<file path="src/rtl/line_raster_engine_if.sv">
// rtl/line_raster_engine_if.sv - command, memory-port and status bundle for line_raster_engine
// Ports (all signals, grouped by direction seen from the engine):
//   command in  : cmd_valid, cmd_x0/y0/x1/y1 (signed COORD_W), cmd_color (BPP), cmd_mode (2), fb_base (ADDR_W)
//   command out : cmd_ready
//   memory out  : mem_req, mem_we, mem_addr (ADDR_W), mem_wdata (32)
//   memory in   : mem_ready, mem_rvalid, mem_rdata (32)
//   status out  : busy, done, pixels_drawn, pixels_clipped (COORD_W+1)
// modport slave is the engine view, modport master is the host/memory view.
interface line_raster_engine_if #(
  parameter int BPP     = 1,
  parameter int COORD_W = 16,
  parameter int ADDR_W  = 32
) ();
  logic                      cmd_valid;
  logic                      cmd_ready;
  logic signed [COORD_W-1:0] cmd_x0;
  logic signed [COORD_W-1:0] cmd_y0;
  logic signed [COORD_W-1:0] cmd_x1;
  logic signed [COORD_W-1:0] cmd_y1;
  logic [BPP-1:0]            cmd_color;
  logic [1:0]                cmd_mode;
  logic [ADDR_W-1:0]         fb_base;
  logic                      mem_req;
  logic                      mem_we;
  logic [ADDR_W-1:0]         mem_addr;
  logic [31:0]               mem_wdata;
  logic                      mem_ready;
  logic                      mem_rvalid;
  logic [31:0]               mem_rdata;
  logic                      busy;
  logic                      done;
  logic [COORD_W:0]          pixels_drawn;
  logic [COORD_W:0]          pixels_clipped;

  modport slave (
    input  cmd_valid, cmd_x0, cmd_y0, cmd_x1, cmd_y1, cmd_color, cmd_mode, fb_base,
    output cmd_ready,
    output mem_req, mem_we, mem_addr, mem_wdata,
    input  mem_ready, mem_rvalid, mem_rdata,
    output busy, done, pixels_drawn, pixels_clipped
  );

  modport master (
    output cmd_valid, cmd_x0, cmd_y0, cmd_x1, cmd_y1, cmd_color, cmd_mode, fb_base,
    input  cmd_ready,
    input  mem_req, mem_we, mem_addr, mem_wdata,
    output mem_ready, mem_rvalid, mem_rdata,
    input  busy, done, pixels_drawn, pixels_clipped
  );
endinterface

</file>
<file path="src/rtl/line_raster_engine.sv">
// rtl/line_raster_engine.sv - Bresenham line rasterizer with clipping and coalesced framebuffer read-modify-write
// Ports:
//   clk    : clock
//   rst_n  : asynchronous active-low reset
//   bus    : line_raster_engine_if.slave (command handshake, word memory port, status/counters)
// One command at a time. Pixels falling in the currently held framebuffer word are
// merged without touching memory; the held word is written back only when the line
// leaves it (or at the end of the line).
module line_raster_engine #(
  parameter int FB_WIDTH  = 64,
  parameter int FB_HEIGHT = 64,
  parameter int BPP       = 1,
  parameter int COORD_W   = 16,
  parameter int ADDR_W    = 32
) (
  input  logic                 clk,
  input  logic                 rst_n,
  line_raster_engine_if.slave  bus
);

  localparam int PPW       = 32 / BPP;
  localparam int ROW_WORDS = FB_WIDTH / PPW;
  localparam int EW        = COORD_W + 2;
  localparam logic [31:0] FMASK = (BPP == 32) ? 32'hFFFF_FFFF : ((32'd1 << BPP) - 32'd1);

  typedef enum logic [3:0] {
    S_IDLE, S_SETUP, S_STEP, S_WRITE, S_READ, S_RWAIT, S_MODIFY, S_FLUSH, S_DONE
  } state_t;

  state_t                    state_q;
  logic signed [COORD_W-1:0] cur_x_q, cur_y_q, x1_q, y1_q;
  logic [BPP-1:0]            color_q;
  logic [1:0]                mode_q;
  logic [ADDR_W-1:0]         base_q;
  logic signed [EW-1:0]      dx_q, dy_q, err_q;
  logic                      sx_neg_q, sy_neg_q;
  logic [31:0]               held_q;
  logic [ADDR_W-1:0]         held_addr_q;
  logic                      held_valid_q, dirty_q;
  logic                      cmd_ready_q, mem_req_q, mem_we_q, busy_q, done_q;
  logic [ADDR_W-1:0]         mem_addr_q;
  logic [31:0]               mem_wdata_q;
  logic [COORD_W:0]          drawn_q, clipped_q;

  // SETUP arithmetic
  logic signed [EW-1:0] xdiff, ydiff, abs_dx, abs_dy;
  always_comb begin
    xdiff  = EW'(x1_q) - EW'(cur_x_q);
    ydiff  = EW'(y1_q) - EW'(cur_y_q);
    abs_dx = xdiff[EW-1] ? -xdiff : xdiff;
    abs_dy = ydiff[EW-1] ? -ydiff : ydiff;
  end

  // Next Bresenham position; e2 gets one extra bit so 2*err cannot overflow
  logic signed [EW:0]        e2;
  logic                      step_x, step_y;
  logic signed [EW-1:0]      err_d;
  logic signed [COORD_W-1:0] x_d, y_d;
  always_comb begin
    e2     = $signed({err_q, 1'b0});
    step_x = (e2 >= (EW+1)'(dy_q));
    step_y = (e2 <= (EW+1)'(dx_q));
    err_d  = err_q;
    x_d    = cur_x_q;
    y_d    = cur_y_q;
    if (step_x) begin
      err_d = err_d + dy_q;
      x_d   = sx_neg_q ? (cur_x_q - COORD_W'(1)) : (cur_x_q + COORD_W'(1));
    end
    if (step_y) begin
      err_d = err_d + dx_q;
      y_d   = sy_neg_q ? (cur_y_q - COORD_W'(1)) : (cur_y_q + COORD_W'(1));
    end
  end

  // Current pixel: bounds, word address, field position and merged word
  logic              in_bounds, at_end;
  logic [ADDR_W-1:0] x_a, y_a, word_idx, pix_addr;
  logic [4:0]        bit_off;
  logic [31:0]       col_w, mask_w, new_word;
  always_comb begin
    in_bounds = !cur_x_q[COORD_W-1] && !cur_y_q[COORD_W-1] &&
                ($unsigned(cur_x_q) < COORD_W'(FB_WIDTH)) &&
                ($unsigned(cur_y_q) < COORD_W'(FB_HEIGHT));
    at_end    = (cur_x_q == x1_q) && (cur_y_q == y1_q);
    x_a       = ADDR_W'($unsigned(cur_x_q));
    y_a       = ADDR_W'($unsigned(cur_y_q));
    word_idx  = y_a * ADDR_W'(ROW_WORDS) + x_a / ADDR_W'(PPW);
    pix_addr  = base_q + (word_idx << 2);
    bit_off   = 5'((x_a % ADDR_W'(PPW)) * ADDR_W'(BPP));
    col_w     = 32'(color_q) << bit_off;
    mask_w    = FMASK << bit_off;
    case (mode_q)
      2'b00:   new_word = (held_q & ~mask_w) | col_w;
      2'b01:   new_word = held_q | col_w;
      2'b10:   new_word = held_q ^ col_w;
      default: new_word = held_q & ~col_w;
    endcase
  end

  always_ff @(posedge clk or negedge rst_n) begin
    if (!rst_n) begin
      state_q      <= S_IDLE;
      cur_x_q      <= '0;
      cur_y_q      <= '0;
      x1_q         <= '0;
      y1_q         <= '0;
      color_q      <= '0;
      mode_q       <= '0;
      base_q       <= '0;
      dx_q         <= '0;
      dy_q         <= '0;
      err_q        <= '0;
      sx_neg_q     <= 1'b0;
      sy_neg_q     <= 1'b0;
      held_q       <= '0;
      held_addr_q  <= '0;
      held_valid_q <= 1'b0;
      dirty_q      <= 1'b0;
      cmd_ready_q  <= 1'b1;
      mem_req_q    <= 1'b0;
      mem_we_q     <= 1'b0;
      mem_addr_q   <= '0;
      mem_wdata_q  <= '0;
      busy_q       <= 1'b0;
      done_q       <= 1'b0;
      drawn_q      <= '0;
      clipped_q    <= '0;
    end else begin
      done_q <= 1'b0;
      case (state_q)
        S_IDLE: begin
          if (bus.cmd_valid) begin
            cur_x_q      <= bus.cmd_x0;
            cur_y_q      <= bus.cmd_y0;
            x1_q         <= bus.cmd_x1;
            y1_q         <= bus.cmd_y1;
            color_q      <= bus.cmd_color;
            mode_q       <= bus.cmd_mode;
            base_q       <= bus.fb_base;
            drawn_q      <= '0;
            clipped_q    <= '0;
            held_valid_q <= 1'b0;
            dirty_q      <= 1'b0;
            cmd_ready_q  <= 1'b0;
            busy_q       <= 1'b1;
            state_q      <= S_SETUP;
          end
        end
        S_SETUP: begin
          dx_q     <= abs_dx;
          dy_q     <= -abs_dy;
          err_q    <= abs_dx - abs_dy;
          sx_neg_q <= (x1_q < cur_x_q);
          sy_neg_q <= (y1_q < cur_y_q);
          state_q  <= S_STEP;
        end
        S_STEP: begin
          if (!in_bounds) begin
            clipped_q <= clipped_q + (COORD_W+1)'(1);
            if (at_end) begin
              state_q <= S_FLUSH;
            end else begin
              cur_x_q <= x_d;
              cur_y_q <= y_d;
              err_q   <= err_d;
            end
          end else if (held_valid_q && (pix_addr == held_addr_q)) begin
            state_q <= S_MODIFY;
          end else if (dirty_q) begin
            mem_req_q   <= 1'b1;
            mem_we_q    <= 1'b1;
            mem_addr_q  <= held_addr_q;
            mem_wdata_q <= held_q;
            state_q     <= S_WRITE;
          end else begin
            mem_req_q  <= 1'b1;
            mem_we_q   <= 1'b0;
            mem_addr_q <= pix_addr;
            state_q    <= S_READ;
          end
        end
        S_WRITE: begin
          // write-back accepted: keep mem_req high and turn it into the read
          if (bus.mem_ready) begin
            dirty_q    <= 1'b0;
            mem_we_q   <= 1'b0;
            mem_addr_q <= pix_addr;
            state_q    <= S_READ;
          end
        end
        S_READ: begin
          if (bus.mem_ready) begin
            mem_req_q <= 1'b0;
            state_q   <= S_RWAIT;
          end
        end
        S_RWAIT: begin
          if (bus.mem_rvalid) begin
            held_q       <= bus.mem_rdata;
            held_addr_q  <= mem_addr_q;
            held_valid_q <= 1'b1;
            state_q      <= S_MODIFY;
          end
        end
        S_MODIFY: begin
          held_q  <= new_word;
          dirty_q <= 1'b1;
          drawn_q <= drawn_q + (COORD_W+1)'(1);
          if (at_end) begin
            state_q <= S_FLUSH;
          end else begin
            cur_x_q <= x_d;
            cur_y_q <= y_d;
            err_q   <= err_d;
            state_q <= S_STEP;
          end
        end
        S_FLUSH: begin
          if (mem_req_q) begin
            if (bus.mem_ready) begin
              mem_req_q <= 1'b0;
              mem_we_q  <= 1'b0;
              dirty_q   <= 1'b0;
              done_q    <= 1'b1;
              state_q   <= S_DONE;
            end
          end else if (dirty_q) begin
            mem_req_q   <= 1'b1;
            mem_we_q    <= 1'b1;
            mem_addr_q  <= held_addr_q;
            mem_wdata_q <= held_q;
          end else begin
            done_q  <= 1'b1;
            state_q <= S_DONE;
          end
        end
        S_DONE: begin
          busy_q      <= 1'b0;
          cmd_ready_q <= 1'b1;
          state_q     <= S_IDLE;
        end
        default: state_q <= S_IDLE;
      endcase
    end
  end

  assign bus.cmd_ready      = cmd_ready_q;
  assign bus.mem_req        = mem_req_q;
  assign bus.mem_we         = mem_we_q;
  assign bus.mem_addr       = mem_addr_q;
  assign bus.mem_wdata      = mem_wdata_q;
  assign bus.busy           = busy_q;
  assign bus.done           = done_q;
  assign bus.pixels_drawn   = drawn_q;
  assign bus.pixels_clipped = clipped_q;

endmodule

</file>
<file path="src/flat_wrapper.sv">
// flat-port wrapper written by rule: the top's interface ports become plain ports
module line_raster_engine_flat 
#(
  parameter int FB_WIDTH  = 64,
  parameter int FB_HEIGHT = 64,
  parameter int BPP       = 1,
  parameter int COORD_W   = 16,
  parameter int ADDR_W    = 32
)
  (clk, rst_n, bus_cmd_valid, bus_cmd_x0, bus_cmd_y0, bus_cmd_x1, bus_cmd_y1, bus_cmd_color, bus_cmd_mode, bus_fb_base, bus_cmd_ready, bus_mem_req, bus_mem_we, bus_mem_addr, bus_mem_wdata, bus_mem_ready, bus_mem_rvalid, bus_mem_rdata, bus_busy, bus_done, bus_pixels_drawn, bus_pixels_clipped);
  line_raster_engine_if #(.BPP(BPP), .COORD_W(COORD_W), .ADDR_W(ADDR_W)) bus_i ();
  input  logic clk;
  input  logic rst_n;
  input wire logic [$bits(bus_i.cmd_valid)-1:0] bus_cmd_valid;
  input wire logic [$bits(bus_i.cmd_x0)-1:0] bus_cmd_x0;
  input wire logic [$bits(bus_i.cmd_y0)-1:0] bus_cmd_y0;
  input wire logic [$bits(bus_i.cmd_x1)-1:0] bus_cmd_x1;
  input wire logic [$bits(bus_i.cmd_y1)-1:0] bus_cmd_y1;
  input wire logic [$bits(bus_i.cmd_color)-1:0] bus_cmd_color;
  input wire logic [$bits(bus_i.cmd_mode)-1:0] bus_cmd_mode;
  input wire logic [$bits(bus_i.fb_base)-1:0] bus_fb_base;
  output wire logic [$bits(bus_i.cmd_ready)-1:0] bus_cmd_ready;
  output wire logic [$bits(bus_i.mem_req)-1:0] bus_mem_req;
  output wire logic [$bits(bus_i.mem_we)-1:0] bus_mem_we;
  output wire logic [$bits(bus_i.mem_addr)-1:0] bus_mem_addr;
  output wire logic [$bits(bus_i.mem_wdata)-1:0] bus_mem_wdata;
  input wire logic [$bits(bus_i.mem_ready)-1:0] bus_mem_ready;
  input wire logic [$bits(bus_i.mem_rvalid)-1:0] bus_mem_rvalid;
  input wire logic [$bits(bus_i.mem_rdata)-1:0] bus_mem_rdata;
  output wire logic [$bits(bus_i.busy)-1:0] bus_busy;
  output wire logic [$bits(bus_i.done)-1:0] bus_done;
  output wire logic [$bits(bus_i.pixels_drawn)-1:0] bus_pixels_drawn;
  output wire logic [$bits(bus_i.pixels_clipped)-1:0] bus_pixels_clipped;
  assign bus_i.cmd_valid = bus_cmd_valid;
  assign bus_i.cmd_x0 = bus_cmd_x0;
  assign bus_i.cmd_y0 = bus_cmd_y0;
  assign bus_i.cmd_x1 = bus_cmd_x1;
  assign bus_i.cmd_y1 = bus_cmd_y1;
  assign bus_i.cmd_color = bus_cmd_color;
  assign bus_i.cmd_mode = bus_cmd_mode;
  assign bus_i.fb_base = bus_fb_base;
  assign bus_cmd_ready = bus_i.cmd_ready;
  assign bus_mem_req = bus_i.mem_req;
  assign bus_mem_we = bus_i.mem_we;
  assign bus_mem_addr = bus_i.mem_addr;
  assign bus_mem_wdata = bus_i.mem_wdata;
  assign bus_i.mem_ready = bus_mem_ready;
  assign bus_i.mem_rvalid = bus_mem_rvalid;
  assign bus_i.mem_rdata = bus_mem_rdata;
  assign bus_busy = bus_i.busy;
  assign bus_done = bus_i.done;
  assign bus_pixels_drawn = bus_i.pixels_drawn;
  assign bus_pixels_clipped = bus_i.pixels_clipped;
  line_raster_engine #(.FB_WIDTH(FB_WIDTH), .FB_HEIGHT(FB_HEIGHT), .BPP(BPP), .COORD_W(COORD_W), .ADDR_W(ADDR_W)) u_core (.clk(clk), .rst_n(rst_n), .bus(bus_i));
endmodule
</file>
<file path="config.mk">
export PLATFORM = sky130hd
export DESIGN_NAME = line_raster_engine_flat
export DESIGN_NICKNAME = d
export VERILOG_FILES = /design/src/rtl/line_raster_engine_if.sv /design/src/rtl/line_raster_engine.sv /design/src/flat_wrapper.sv
export SDC_FILE = /design/constraint.sdc
export NUM_CORES = 1
export LEC_CHECK = 0
export CAP_MARGIN = 20
export CORE_MARGIN = 3
export CORE_UTILIZATION = 54
export DETAILED_ROUTE_END_ITERATION = 7
export GPL_ROUTABILITY_DRIVEN = 0
export GPL_TIMING_DRIVEN = 0
export PLACE_DENSITY = 0.78
export SLEW_MARGIN = 20
export SYNTH_ARGS = -nofsm -noshare
export SYNTH_HDL_FRONTEND = slang
export SYNTH_SLANG_ARGS = --single-unit
</file>
<file path="constraint.sdc">
create_clock -name clk -period 6.52 [get_ports clk]
set_input_delay 1.956 -clock clk [delete_from_list [all_inputs] [get_ports clk]]
set_output_delay 1.956 -clock clk [all_outputs]
set_load 0.05 [all_outputs]
</file>
==> out/results.tsv <==
stage	metric	value	unit
timing	setup TNS	-6740	ps
timing	RSZ-0062 raised after global routing	true	
worst_hold_path	Hold Crit Class	reg2reg	
timing	FMAX	147	MHz
cts	clock transition at the registers of the reported paths	60	ps
timing	final setup vio count	32	
status	status	finished with violations	
cts	# clock sinks	328	
synthesis	Post-synth ARST share	100	%
timing	Final Max Slew Viols	0	
grt	GRT overflow	0	
critical_path	worst path arrival time	7270	ps
routing	drc violations	0	
cts	CTS Hold Bufs	0	
critical_path	crit path capture type	flip-flop	
synthesis	Synth Cell Area	0.0264	mm²
placed_design	DP Wirelength	68000	µm
critical_path	max incr delay on CP	530	ps
floorplanning	Die W	227	µm
floorplanning	total die area	0.0516	mm²
routing	Via Count	26450	
grt	vias in the first global route	25660	
timing	post-route setup slack	-263	ps
critical_path	Critical Path RT	7010	ps
layout	commonest non-fill, non-tap cell in the layout	nand2_1	
synthesis	count of state elements after synthesis	328	
critical_path	slowest CP cell	or4_1	
synthesis	ys flop type	dfrtp_1	
grt	pin count of the biggest net entering global routing	73	
placed_design	Post-DP Area	0.0297	mm²
grt	first-pass GRT wire length	139000	µm
cts	CTS tree	done	
floorplanning	Starting Density	55.0	%
synthesis	post-synth cell types	95	
placed_design	Port Buffer Count	238	
timing	final worst-path cycle share	104	%
routing	Routed Antenna Nets	0	
grt	gr usage total	33.9	%
routing	starting DRC count in detailed routing	3127	
cts	Longest Clk Path Bufs	3	
cts	H-tree depth	2	
timing	Slew @ Worst Pin	1150	ps
synthesis	YS warnings	0	
layout	layout net count	3836	
synthesis	Post-Syn Area per Cell	8.39	µm²
routing	final wirelength	90000	µm
timing	max_slew headroom	22.6	%
layout	commonest cells after routing, fill and taps aside	515 x nand2_1, 321 x dfrtp_1, 259 x o21ai_0, 237 x clkdlybuf4s50_1, 219 x nor2_1	
cts	worst-skew pair later-pin latency	610	ps
synthesis	number of enable flip-flop cells after synthesis	0	
floorplanning	Ports	239	
floorplanning	Std-Cell Rows	80	
cts	Num CTS Buffers	40	
layout	fin area	0.0320	mm²
cts	CTS Root Cell	clkbuf_16	
routing	first-pass detailed-route iteration total	7	
timing	Tmin final	6780	ps
layout	Area Growth Syn to Fin	21.2	%
floorplanning	die outline height	227	µm
status	failing checks	negative setup slack	
synthesis	Mapped Cells	3148	
layout	share of cells above drive strength 1	11.1	%
layout	Filler cells	3853	
timing	Setup Skew	42.8	ps
timing	Final Hold Fails	0	
critical_path	CP Max Fanout	6	
floorplanning	Core ar.	0.0480	mm²
layout	Core Util, Final	66.7	%
routing	vias per cell	6.42	
critical_path	Worst Setup Path Type	reg2reg	
critical_path	startpoint types	flip-flop	
routing	DR WL/cell	21.8	µm
run	Max-cap violations	0	
grt	initial antenna violation count	9	
synthesis	post-synthesis sequential area ratio	31.1	%
synthesis	syn_nets	3509	
## layer usage
layer  part of all wire, %  GRT usage [%]  up-vias
met4                   5.2           15.9       12
met2                    44           52.5     1520
met5                 0.098              0        -
met1                    40           44.8    12656
met3                    11           8.83      353
li1                      -              -    11909
## stage by stage
| stage | hold slack, ps | setup WS, ps | std cells |
|---|---|---|---|
| after global placement | 467 | -10730 | 4001 |
| after CTS | 486 | -120 | 4109 |
| after global routing | 516 | -459 | 4117 |
| final | 486 | -263 | 4121 |
| after floorplan | 449 | 1.76 | 3148 |
| after detailed placement | 471 | -1390 | 4005 |
## synth_stat cells, types with 19 or more instances
| cell type | count | area share [%] |
|---|---|---|
| or3_1 | 19 | 0.45 |
| o21a_1 | 22 | 0.63 |
| nor2_1 | 220 | 3.1 |
| a31oi_1 | 30 | 0.71 |
| mux2i_1 | 49 | 1.9 |
| o211ai_1 | 39 | 1.1 |
| mux2_2 | 98 | 4.2 |
| mux2_4 | 28 | 1.6 |
| and3_1 | 37 | 0.88 |
| a21oi_1 | 192 | 3.6 |
| ha_1 | 216 | 10 |
| o21ai_0 | 278 | 5.3 |
| nor3_1 | 50 | 0.95 |
| clkbuf_1 | 116 | 1.6 |
| nor4_1 | 20 | 0.47 |
| a211oi_1 | 26 | 0.74 |
| nand3_1 | 83 | 1.6 |
| nand2b_1 | 33 | 0.78 |
| inv_1 | 128 | 1.8 |
| xnor2_1 | 116 | 3.8 |
| nand2_1 | 516 | 7.3 |
| nor2b_1 | 33 | 0.78 |
| nand4_1 | 35 | 0.83 |
| dfrtp_1 | 327 | 31 |
| xor2_1 | 77 | 2.6 |
| a221o_1 | 26 | 0.99 |
| a21o_1 | 40 | 1.1 |
## layout make-up
cell class	count	area, µm²	area share (%)
multi-input combinational	2545	17600	54.9
sequential	328	8220	25.7
timing repair buffer	287	2950	9.20
clock buffer	55	1120	3.49
tap	615	769	2.40
buffer	144	673	2.10
inverter	129	487	1.52
clock inverter	14	233	0.727
antenna	4	10.0	0.0313
## worst paths after layout
kind                              startpoint  slack (ps)                 endpoint  cells after the start
max                        u_core.cur_x_q[6]        -260  u_core.bus.mem_addr[16]                     30
min                           u_core.x1_q[2]         490           u_core.x1_q[2]                      2
max reg2reg                u_core.cur_x_q[6]        -260  u_core.bus.mem_addr[16]                     30
min reg2reg                   u_core.x1_q[2]         490           u_core.x1_q[2]                      2
max in group asynchronous              rst_n        3800     u_core.bus.cmd_ready                      4
min in group asynchronous              rst_n        1280   u_core.held_addr_q[14]                      1
## worst max-delay path: cells and delay by family, from the launching register on
kind,cells,cell delay (ps)
adder cells (fa/ha/maj),2,450
AO/OA/AOI/OAI,14,2810
buffers and inverters,7,960
multiplexers,1,300
XOR/XNOR,1,170
flip-flops,1,440
AND/OR/NAND/NOR,5,1510
## kinds of logic after synthesis
logic type / share of synthesized area (%)
AO/OA/AOI/OAI: 19.6
multiplexers: 7.62
buffers and inverters: 4.31
XOR/XNOR: 6.96
flip-flops: 31.1
adder cells (fa/ha/maj): 10.9
AND/OR/NAND/NOR: 19.5
## flip-flops by register name (all words and copies together) (netlist names), 17 cells and up
signal	count
u_core.bus.pixels_clipped	17
u_core.bus.pixels_drawn	17
u_core.bus.mem_addr	32
u_core.base_q	32
u_core.dy_q	18
u_core.dx_q	18
u_core.held_addr_q	32
u_core.held_q	32
u_core.bus.mem_wdata	32
u_core.err_q	18
## what timing repair did
action                                  CTS  global route
pin swaps                                38            39
gates resized for setup                  74            83
buffers inserted                         34             9
endpoints found under the setup margin   74            77
gates cloned                              3             0
Power is left out: the tool's default activity adds up to more than one toggle a clock period on the data nets, which glitch-free logic cannot reach.
